[src/rtl/apb_pkg.sv]
// Shared APB definitions for the master and its wait counter.
//   APB_ADDR_W / APB_DATA_W : bus widths
//   CNT_W                   : wait-counter width (covers TIMEOUT_CYCLES up to 255)
//   apb_state_e             : master FSM state encoding
package apb_pkg;
  localparam int APB_ADDR_W = 32;
  localparam int APB_DATA_W = 32;
  localparam int CNT_W      = 8;

  typedef enum logic [1:0] {
    ST_IDLE   = 2'd0,
    ST_SETUP  = 2'd1,
    ST_ACCESS = 2'd2,
    ST_RESP   = 2'd3
  } apb_state_e;
endpackage

[src/rtl/apb_timeout_cnt.sv]
// ACCESS-phase wait counter.
//   clk, rst : clock, synchronous active-high reset
//   clear    : force count to zero (held outside ACCESS)
//   enable   : count one more wait cycle
//   expired  : count equals TIMEOUT_CYCLES-1
module apb_timeout_cnt
  import apb_pkg::*;
#(
  parameter int TIMEOUT_CYCLES = 16
) (
  input  logic clk,
  input  logic rst,
  input  logic clear,
  input  logic enable,
  output logic expired
);

  logic [CNT_W-1:0] cnt_q;
  logic [CNT_W-1:0] cnt_d;

  assign expired = (cnt_q == CNT_W'(TIMEOUT_CYCLES - 1));

  // Saturates at the terminal count; the master leaves ACCESS on expiry anyway.
  always_comb begin
    cnt_d = cnt_q;
    if (clear) begin
      cnt_d = '0;
    end else if (enable && !expired) begin
      cnt_d = cnt_q + CNT_W'(1);
    end
  end

  always_ff @(posedge clk) begin
    if (rst) begin
      cnt_q <= '0;
    end else begin
      cnt_q <= cnt_d;
    end
  end

endmodule

[src/rtl/apb_master.sv]
// Single-outstanding APB master bridging a valid/ready command port to APB.
//   PCLK, PRESET             : clock, synchronous active-high reset
//   cmd_valid/ready/write/addr/wdata : request handshake and payload
//   rsp_valid/ready/rdata/err/timeout : response handshake and status
//   PSEL, PENABLE, PWRITE, PADDR, PWDATA : APB requester outputs
//   PRDATA, PREADY, PSLVERR  : APB completer inputs
//
// state  | meaning
// IDLE   | ready for a command; bus idle
// SETUP  | first PSEL cycle, PENABLE low
// ACCESS | PSEL and PENABLE high, waiting for PREADY or timeout
// RESP   | response held on rsp_* until consumed
module apb_master
  import apb_pkg::*;
#(
  parameter int TIMEOUT_CYCLES = 16
) (
  input  logic                  PCLK,
  input  logic                  PRESET,
  input  logic                  cmd_valid,
  output logic                  cmd_ready,
  input  logic                  cmd_write,
  input  logic [APB_ADDR_W-1:0] cmd_addr,
  input  logic [APB_DATA_W-1:0] cmd_wdata,
  output logic                  rsp_valid,
  input  logic                  rsp_ready,
  output logic [APB_DATA_W-1:0] rsp_rdata,
  output logic                  rsp_err,
  output logic                  rsp_timeout,
  output logic                  PSEL,
  output logic                  PENABLE,
  output logic                  PWRITE,
  output logic [APB_ADDR_W-1:0] PADDR,
  output logic [APB_DATA_W-1:0] PWDATA,
  input  logic [APB_DATA_W-1:0] PRDATA,
  input  logic                  PREADY,
  input  logic                  PSLVERR
);

  apb_state_e            state_q, state_d;
  logic                  pwrite_q, pwrite_d;
  logic [APB_ADDR_W-1:0] paddr_q, paddr_d;
  logic [APB_DATA_W-1:0] pwdata_q, pwdata_d;
  logic [APB_DATA_W-1:0] rdata_q, rdata_d;
  logic                  err_q, err_d;
  logic                  tmo_q, tmo_d;
  logic                  cnt_clear;
  logic                  cnt_enable;
  logic                  expired;

  // Counter rests at zero outside ACCESS so it always starts from 0 on entry.
  assign cnt_clear  = (state_q != ST_ACCESS);
  assign cnt_enable = (state_q == ST_ACCESS) && !PREADY;

  apb_timeout_cnt #(
    .TIMEOUT_CYCLES(TIMEOUT_CYCLES)
  ) u_timeout_cnt (
    .clk    (PCLK),
    .rst    (PRESET),
    .clear  (cnt_clear),
    .enable (cnt_enable),
    .expired(expired)
  );

  always_comb begin
    state_d  = state_q;
    pwrite_d = pwrite_q;
    paddr_d  = paddr_q;
    pwdata_d = pwdata_q;
    rdata_d  = rdata_q;
    err_d    = err_q;
    tmo_d    = tmo_q;
    unique case (state_q)
      ST_IDLE: begin
        if (cmd_valid) begin
          pwrite_d = cmd_write;
          paddr_d  = cmd_addr;
          pwdata_d = cmd_wdata;
          state_d  = ST_SETUP;
        end
      end
      ST_SETUP: begin
        state_d = ST_ACCESS;
      end
      ST_ACCESS: begin
        // PREADY wins over expiry in the terminal-count cycle.
        if (PREADY) begin
          rdata_d = pwrite_q ? '0 : PRDATA;
          err_d   = PSLVERR;
          tmo_d   = 1'b0;
          state_d = ST_RESP;
        end else if (expired) begin
          rdata_d = '0;
          err_d   = 1'b1;
          tmo_d   = 1'b1;
          state_d = ST_RESP;
        end
      end
      ST_RESP: begin
        if (rsp_ready) begin
          state_d = ST_IDLE;
        end
      end
      default: state_d = ST_IDLE;
    endcase
  end

  always_ff @(posedge PCLK) begin
    if (PRESET) begin
      state_q  <= ST_IDLE;
      pwrite_q <= 1'b0;
      paddr_q  <= '0;
      pwdata_q <= '0;
      rdata_q  <= '0;
      err_q    <= 1'b0;
      tmo_q    <= 1'b0;
    end else begin
      state_q  <= state_d;
      pwrite_q <= pwrite_d;
      paddr_q  <= paddr_d;
      pwdata_q <= pwdata_d;
      rdata_q  <= rdata_d;
      err_q    <= err_d;
      tmo_q    <= tmo_d;
    end
  end

  assign cmd_ready   = (state_q == ST_IDLE);
  assign rsp_valid   = (state_q == ST_RESP);
  assign PSEL        = (state_q == ST_SETUP) || (state_q == ST_ACCESS);
  assign PENABLE     = (state_q == ST_ACCESS);
  assign PWRITE      = pwrite_q;
  assign PADDR       = paddr_q;
  assign PWDATA      = pwdata_q;
  assign rsp_rdata   = rdata_q;
  assign rsp_err     = err_q;
  assign rsp_timeout = tmo_q;

endmodule

[config.mk]
export PLATFORM = sky130hd
export DESIGN_NAME = apb_master
export DESIGN_NICKNAME = d
export VERILOG_FILES = /design/src/rtl/apb_pkg.sv /design/src/rtl/apb_timeout_cnt.sv /design/src/rtl/apb_master.sv
export SDC_FILE = /design/constraint.sdc
export NUM_CORES = 1
export LEC_CHECK = 0
export BUFFER_PORTS_ARGS = -buffer_cell sky130_fd_sc_hd__clkbuf_2
export CAP_MARGIN = 20
export CORE_UTILIZATION = 45
export CTS_BUF_LIST = sky130_fd_sc_hd__clkbuf_8
export DETAILED_ROUTE_END_ITERATION = 12
export GPL_TIMING_DRIVEN = 0
export PLACE_DENSITY_LB_ADDON = 0.05
export SETUP_SLACK_MARGIN = 0.4
export SLEW_MARGIN = 20
export SYNTH_ARGS = -nofsm -noshare
export SYNTH_HDL_FRONTEND = slang
export SYNTH_SLANG_ARGS = --single-unit
export TNS_END_PERCENT = 50
[constraint.sdc]
create_clock -name PCLK -period 2.3 [get_ports PCLK]
set_clock_uncertainty 0.1 [all_clocks]
set_input_delay 0.115 -clock PCLK [delete_from_list [all_inputs] [get_ports PCLK]]
set_output_delay 0.115 -clock PCLK [all_outputs]
set_load 0.02 [all_outputs]
# Word-level counts from Yosys, hierarchy flattened
# Index checks and enable logic that the tools add are counted.
dict set report totals {
  out_inout_bits 103
  register_bits 109
  inputBits 103
}
dict set report classes {
  eq_ne 8
  reduce_logical 11
  mux 11
  add_sub_neg 1
}
# op count
set op_table {}
lappend op_table {{2-to-1 mux 32 bit} 3}
lappend op_table {{adder 8 x 1 -> 8 bit (second input constant)} 1}
lappend op_table {{== test 8 x 4 -> 1 bit (second input constant)} 1}
lappend op_table {{2-to-1 mux 2 bit} 4}
lappend op_table {{one-hot mux 2 bit (4 select lines)} 1}
lappend op_table {{== test 2 bit (second input constant)} 2}
lappend op_table {{inequality test 2 bit (second input constant)} 2}
lappend op_table {{AND reduction 2 bit} 2}
lappend op_table {{2-to-1 mux 1 bit} 3}
lappend op_table {{inequality test 3 x 1 -> 1 bit (second input constant)} 1}
lappend op_table {{AND reduction 3 bit} 1}
lappend op_table {{== test 2 x 1 -> 1 bit (second input constant)} 1}
lappend op_table {{logical AND 1 bit} 2}
lappend op_table {{zero test 1 bit} 2}
lappend op_table {{zero test 2 bit} 1}
lappend op_table {{inequality test 2 x 1 -> 1 bit (second input constant)} 1}
lappend op_table {{nonzero test 2 bit} 1}
lappend op_table {{OR reduction 2 bit} 1}
lappend op_table {{logical OR 1 bit} 1}

# Logic depth before layout (Yosys ltp)
# Gate-level depths: netlist of run 1.
dict set report depth {
  ltp_word 4
  mapped_depth 7
  mapped_depth_nobuf 6
}

# Modules after synthesis
# Synthesis of run 1 repeated with hierarchy kept, for this count alone.
dict set report hier_totals {
  hier_cells 505
  hier_area_um2 4107.7
}
# mod cells_per_inst area_each_um2 seq_area_each_um2 instances
set modules_own_cells {}
lappend modules_own_cells {apb_master 454 3628.5 2021.9 1}
lappend modules_own_cells {apb_timeout_cnt 51 479.2 160.2 1}

# Worst setup path before layout of run 1
# No wires, ideal clock.
dict set report synth_timing {
  path_kind {register -> register}
  from {reg state_q[0]}
  to {reg state_q[1]}
  required_ps 2130
  stages_incl_launch_ff 7
  setup_ps 70
  period_less_slack_ps 1750
  slack_ps 550
  arrival_ps 1580
  path_buffers 0
  cell_sequence {dfxtp_1 -> inv_1 -> ha_1 -> inv_1 -> a211o_4 -> a21o_2 -> a21oi_1}
}
dict set report synth_via {
  elab_chain_len 3
}
# item line
set synth_rtl {}
lappend synth_rtl {{from (decl)} apb_master.sv:40} ;# apb_state_e state_q, state_d;
lappend synth_rtl {{from (signal assigned)} apb_master.sv:118} ;# state_q <= state_d;
lappend synth_rtl {{== test 2 bit *} --}
lappend synth_rtl {{via PENABLE} apb_master.sv:31} ;# output logic PENABLE,
lappend synth_rtl {{inequality test 3 x 1 -> 1 bit (no line)} --}
lappend synth_rtl {{AND reduction 3 bit (no line)} --}
# Mark *: on every way through the listed nets, which the timed path passes. The rest lies on a longest branch.
# A chain may end at the register's enable or synchronous reset.

# Final worst setup path of run 1
dict set report layout_timing {
  from {reg u_timeout_cnt.cnt_q[0]}
  to {reg rdata_q[24], in the netlist rsp_rdata[24]}
}
dict set report layout_via {
  elab_chain_len 3
}
# item line
set layout_rtl {}
lappend layout_rtl {{from (decl)} apb_timeout_cnt.sv:18} ;# logic [CNT_W-1:0] cnt_q;
lappend layout_rtl {{from (signal assigned)} apb_timeout_cnt.sv:37} ;# cnt_q <= cnt_d;
lappend layout_rtl {{== test 8 x 4 -> 1 bit} apb_timeout_cnt.sv:21} ;# assign expired = (cnt_q == CNT_W'(TIMEOUT_CYCLES - 1));
lappend layout_rtl {{nonzero test 2 bit (no line)} --}
lappend layout_rtl {{AND reduction 2 bit (no line)} --}
lappend layout_rtl {{to (signal assigned)} apb_master.sv:122} ;# rdata_q <= rdata_d;
lappend layout_rtl {{to (decl)} apb_master.sv:44} ;# logic [APB_DATA_W-1:0] rdata_q, rdata_d;
# No other way between the ends.

==> impl_metrics.tcl, run 1 <==
set metrics [dict create \
    finalPower_mw 5.683 \
    seqCellArea_sq_um 2182 \
    root_buffer "clkbuf_8" \
    cts_buffers 9 \
    rows 34 \
    gp_congestion 0.8276 \
    clk_path_buf_depth 2 \
    synth_ff_type "dfxtp_1" \
    period_share_pct 77.60 \
    antennaDiodeCount 0 \
    critPathMaxFanout 10 \
    relSlewSlack_pct 56.45 \
    worstHoldPathType "in2reg" \
    final_nets 918 \
    synth-async-reset-ratio_pct 0 \
    htree_levels 3 \
    whs_path_depth 5 \
    ys_ff_latch 109 \
    ir_worst_vdd_v 0.0005456 \
    wirelength_mm 12.79 \
    setup_viol 0 \
    hold_path_end "state_q[1]$_SDFFE_PP0P_" \
    grt_util_all_layers_pct 26.98 \
    cts.sinks 109 \
    crit_type "reg2reg" \
    worstPathArrival_ns 1.98 \
    fillers 647 \
    synth_top_area_share_pct 54.09 \
    clkTransAtPathRegs_ns 0.11 \
    drtIter0Drc 155 \
    grt_pass1_vias 4487 \
    yosysWarnings 0 \
    start_kind "flop" \
    die_w_um 96.68 \
    synth.most_common_cell "nand2_1" \
    area_growth_pct 59.37 \
    maxCapViolations 0 \
    routed-via-count 4552 \
    power_density_nw_per_um2 884.1 \
    avgSynthCellArea_sq_um 8.166 \
    grt_remaining_overflow 0 \
    worstHoldStart "cmd_valid" \
    synth_area_sq_um 4034 \
    end_kind "flop" \
    viasPerCell 4.932 \
    ys_types 35 \
    required_ns 2.49 \
    dieArea_sq_um 9347 \
    whs_ns 0.1367 \
    ant_nets 0 \
    synth.top_cells.by_area "dfxtp_1 54%, nand2_1 16%, a21oi_1 12%" \
    layout-drive-gt1-share_pct 31.17 \
    synth_common_cells "167 x nand2_1, 109 x dfxtp_1, 99 x a21oi_1" \
    rsz0062_at_grt "yes" \
    clk_latency_ns 0.36 \
    drt-pass1-iter-count 4 \
    start_util_pct 46.26 \
    hold_violations 0 \
    dieHeight_um 96.68 \
    wl_per_cell_um 13.86 \
    cts_tree "built" \
    setup.worst_path.start "u_timeout_cnt.cnt_q[0]$_SDFFE_PP0P_" \
    max_clock_freq_mhz 560.3 \
    yosys.area.top_type "dfxtp_1" \
    postCtsSetupBuffers 0 \
    pin_count 206 \
    fin_tns_setup_ns 0 \
    coreArea_sq_um 8721 \
    dp_hpwl_mm 8.100 \
    period_needed_ns 1.785 \
    worstReg2RegStart "u_timeout_cnt.cnt_q[0]$_SDFFE_PP0P_" \
    grt_max_degree 20 \
    crit-reg2reg-capture "rsp_rdata[24]$_SDFFE_PP0P_" \
    worst_pin_slew_ns 0.6533 \
    final_util_pct 73.72 \
    synthesis.nets 602 \
    reg2reg_depth 6 \
    numPortBuffers 205 \
    yosysSeqAreaShare_pct 54.09 \
    synth-edff-count 0 \
    outcome "complete, no violations" \
    p_leak_nw 2.908 \
    r2r_slack_ns 0.52 \
    synth_cells 494 \
    final_max_slew_viol_count 0 \
    antenna_found_initial 0 \
    grt_pass1_wl_mm 20.73 \
    multi_input_area_sq_um 1667 \
    drc_errors 0 \
]
==> flip-flops by register name, summed over array words and instances (netlist names) <==
name and cells:
rsp_timeout 1, PWDATA 32, PADDR 32, rsp_rdata 32, rsp_err 1, PWRITE 1
u_timeout_cnt.cnt_q 8, state_q 2
==> layout make-up <==
| cell class | count | area share [%] |
|---|---|---|
| multi-input combinational | 345 | 25.92 |
| sequential | 109 | 33.94 |
| clock buffer | 9 | 1.927 |
| timing repair buffer | 305 | 31.53 |
| buffer | 34 | 2.978 |
| clock inverter | 7 | 1.246 |
| tap | 108 | 2.102 |
| inverter | 6 | 0.3503 |
==> how the worst max path moves through the flow <==
stage | endpoint | slack, ns | cells after the start
4_1_cts | PWDATA[31]$_SDFFE_PP0P_ | 0.40 | 7
5_1_grt | PADDR[23]$_SDFFE_PP0P_ | 0.37 | 7
3_3_place_gp | rsp_rdata[9]$_SDFFE_PP0P_ | 0.44 | 6
2_1_floorplan | state_q[1]$_SDFFE_PP0P_ | 0.55 | 6
3_5_place_dp | rsp_rdata[24]$_SDFFE_PP0P_ | 0.36 | 6
6_report | rsp_rdata[24]$_SDFFE_PP0P_ | 0.52 | 6
==> cells by family after synthesis <==
kind of cell / Yosys count / synth area share [%]
fa+ha+maj: 5 / 1.551
simple gates: 191 / 19.20
compound gates: 144 / 19.39
xor+xnor: 4 / 0.8684
buf+inv: 40 / 4.652
flops: 109 / 54.09
mux: 1 / 0.2481
==> through the flow <==
step	setup slack, ns	cell area [sq um]	cells
floorplan	0.5497	4034	494
global placement	0.4390	5195	807
detailed placement	0.3575	5195	807
CTS	0.4003	6404	923
global route	0.3653	6429	923
finish	0.5151	6429	923
==> report_power, final <==
| group | internal [mW] | switching (mW) | leakage [nW] |
|---|---|---|---|
| Combinational | 0.760 | 1.37 | 1.92 |
| Clock | 0.520 | 0.682 | 0.102 |
| Sequential | 2.19 | 0.163 | 0.888 |
==> worst max-delay path, cell delays in order, from the launching register on <==
cell	delay, ns
dfxtp_1	0.37
ha_1	0.26
and3_2	0.27
a21oi_4	0.27
buf_6	0.19
o21ai_1	0.09
a21oi_1	0.16
==> placed cells by master, fill, tap and decap left out, types with 2 or more instances in the layout <==
master,count
a21oi_1,99
a31oi_1,3
buf_2,7
buf_6,3
clkbuf_1,12
clkbuf_2,212
clkbuf_4,4
clkbuf_8,9
dfxtp_1,109
dlygate4sd3_1,100
ha_1,4
inv_1,6
inv_6,2
nand2_1,167
nand3_1,2
nand4_1,4
nor2_1,9
nor2b_1,2
o21ai_0,4
o21ai_1,28
o21ai_2,2
xor2_1,4
==> metal layers <==
layer  share of wire (%)  wire length, um  track usage [%]
met1                  42             5349            31.14
met2                  50             6369            48.16
met3                 5.4              695            5.997
met4                 2.9              377            10.68
met5                   0                0                0
==> repair_timing <==
| item | in CTS | in global routing |
|---|---|---|
| resized for setup | 3 | 26 |
| hold buffers | 100 | 0 |
| endpoints found under the setup margin | 29 | 83 |
| endpoints found under the hold margin | 99 | 0 |
(Power assumes the default switching activity.)
==> run 2: changes to the inputs <==
Settings changed: ABC_AREA set to 1, CORE_UTILIZATION 45 to 44.
Clock period 2.3 ns to 1.5 ns, I/O delays scaled along.
==> run 2 against run 1 <==
Against the previous run: the run now ends with setup timing left; total power rose by 140%; setup slack got worse by 0.62 ns; cell area rose by 36%; synthesized area rose by 13%; die area rose by 15%; worst hold slack got worse by 0.018 ns; critical path type unchanged; largest cell class unchanged; highest routed layer unchanged.
==> impl_metrics.tcl, run 2 <==
set metrics [dict create \
    final_nets 1123 \
    synth_area_sq_um 4562 \
    cp_slowest_cell "dfxtp_4" \
    synthXorXnorAreaFrac_pct 0.3840 \
    ys_ff_latch 109 \
    hold_violations 0 \
    pin_count 206 \
    path_cells "inv_4 > ha_4 > nand2_8 > clkinv_8 > clkbuf_16 > clkbuf_16 > nor2_2 > nor2_1" \
    synth_ff_type "dfxtp_1" \
    cp_common_cell "clkbuf_16" \
    htree_levels 3 \
    dieArea_sq_um 10780 \
    cts_tree "built" \
    layout-drive-gt1-share_pct 48.92 \
    maxCapViolations 0 \
    synth_fa_ha_area_share_pct 1.371 \
    rows 36 \
    violations "setup timing" \
    antennaDiodeCount 0 \
    seqCellArea_sq_um 2250 \
    synth.most_common_cell "nor2_1" \
    synth-async-reset-ratio_pct 0 \
    required_ns 1.69 \
    grt_max_degree 20 \
    period_share_pct 107.3 \
    wl_per_cell_um 17.94 \
    grt_pass1_vias 5256 \
    ant_nets 0 \
    clkTransAtPathRegs_ns 0.14 \
    rsz0062_at_grt "yes" \
    worst_slack_ns -0.1093 \
    routed-via-count 5909 \
    synth.top_cells.by_area "dfxtp_1 48%, nor2_1 20%, o21ai_0 7.7%" \
    setup_viol 58 \
    antenna_found_initial 0 \
    drtIter0Drc 347 \
    cts.sinks 109 \
    worstHoldPathType "in2reg" \
    clk_path_buf_depth 2 \
    relSlewSlack_pct 52.91 \
    synthesis.nets 774 \
    synth-edff-count 0 \
    gp_congestion 0.8228 \
    fillers 501 \
    start_util_pct 46.04 \
    grt_pass1_wl_mm 24.05 \
    outcome "finished with violations" \
    synth_cells 666 \
    critPathMaxFanout 5 \
    coreArea_sq_um 9910 \
    yosys.area.top_type "dfxtp_1" \
    area_growth_pct 91.88 \
    drc_errors 0 \
    grt_util_all_layers_pct 27.18 \
    numPortBuffers 205 \
    crit_buf_inv 4 \
    design_area_sq_um 8753 \
    start_kind "flop" \
    worst_pin_slew_ns 0.7064 \
    p_leak_nw 4.240 \
    die_w_um 103.8 \
    drt-pass1-iter-count 5 \
    grt_remaining_overflow 0 \
    layout_common_cells "137 x nor2_1, 117 x clkbuf_2, 99 x dlygate4sd3_1, 77 x inv_1, 75 x buf_4" \
    end_kind "flop" \
    dpl_cell_area_sq_um 5909 \
    ir_worst_vdd_v 0.001061 \
    yosys.area_share.simple_pct 31.13 \
    synth_top_area_share_pct 47.83 \
    muxShareOfSynthArea_pct 0 \
    crit_family "buffers and inverters" \
    synth_top_family_by_area "simple AND/OR/NAND/NOR gates" \
    yosysSeqAreaShare_pct 47.83 \
    pre_cts_ws_ns -0.1239 \
    root_buffer "clkbuf_8" \
    period_needed_ns 1.609 \
    viasPerCell 5.125 \
    cts_buffers 9 \
    dieHeight_um 103.8 \
    clk_latency_ns 0.39 \
    slowest_delay_ns 0.43 \
    dp_hpwl_mm 9.133 \
    avgSynthCellArea_sq_um 6.850 \
    synth_compound_area_share_pct 8.557 \
    yosysWarnings 0 \
    worstPathArrival_ns 1.80 \
    ys_types 19 \
    wirelength_mm 20.69 \
    final_max_slew_viol_count 0 \
    synth_common_cells "244 x nor2_1, 109 x dfxtp_1, 81 x inv_1" \
    finalPower_mw 13.42 \
    power_density_nw_per_um2 1533 \
    crit_type "reg2reg" \
    multi_input_area_sq_um 2676 \
    max_clock_freq_mhz 621.4 \
    final_common_cell "nor2_1" \
]
run 2: logic make-up (layout without fill, tap and decap cells):
logic type,after synthesis,after routing
AND/OR/NAND/NOR,352,352
adder cells (fa/ha/maj),5,5
XOR/XNOR,2,2
flip-flops,109,109
buffers and inverters,120,474
AO/OA/AOI/OAI,78,78
run 2: layer usage:
metal | vias up | routed length (um) | global-route usage [%]
li1 | 2723 | - | -
met1 | 2771 | 7446 | 30.70
met2 | 312 | 10770 | 49.95
met3 | 103 | 1195 | 4.846
met4 | 0 | 1271 | 11.33
met5 | - | 0 | 0
run 2: worst paths after layout:
check                           startpoint                             endpoint  slack [ns]  cells after the start
setup / recovery   state_q[1]$_SDFFE_PP0P_               PWDATA[4]$_SDFFE_PP0P_       -0.11                      8
hold / removal                      PREADY  u_timeout_cnt.cnt_q[0]$_SDFFE_PP0P_        0.12                      6
setup reg to reg   state_q[1]$_SDFFE_PP0P_               PWDATA[4]$_SDFFE_PP0P_       -0.11                      8
hold reg to reg   rsp_timeout$_SDFFE_PP0P_             rsp_timeout$_SDFFE_PP0P_        0.37                      2
run 2: where the power goes:
| group | internal [mW] | switching (mW) | leakage, nW |
|---|---|---|---|
| registers | 3.71 | 0.716 | 0.913 |
| clock network | 0.635 | 1.18 | 0.0946 |
| logic | 3.37 | 3.81 | 3.23 |
run 2: repair_timing:
item	CTS	global route
gates cloned	6	9
setup endpoints to repair	115	194
buffers inserted	13	6
hold buffers	99	0
pin swaps	13	42
gates resized for setup	88	447
hold endpoints to repair	102	0
run 2: worst register-to-register path, delay by kind of cell (launching register included):
family	cells	cell delay, ns
flops	1	0.43
buf+inv	4	0.48
fa+ha+maj	1	0.18
simple gates	3	0.33
run 2: final cells by class:
| class | instances | share of cell area [%] |
|---|---|---|
| flip-flops and latches | 109 | 25.70 |
| inverters | 83 | 3.788 |
| repair buffers | 338 | 31.32 |
| plain buffers | 37 | 4.617 |
| clock inverters | 7 | 0.6861 |
| clock buffers | 9 | 1.415 |
| well taps | 133 | 1.901 |
| multi-input cells | 437 | 30.57 |
run 2: stage by stage:
stage	util [%]	hold WS (ns)	setup TNS, ns	instances
final	88.33	0.1190	-1.559	1153
after CTS	76.00	0.06966	0	1138
after detailed placement	59.63	0.2176	-2.934	1004
after floorplan	-	0.1206	0	666
after global routing	88.33	0.1369	-4.576	1153
after global placement	59.63	0.2086	-1.567	1004
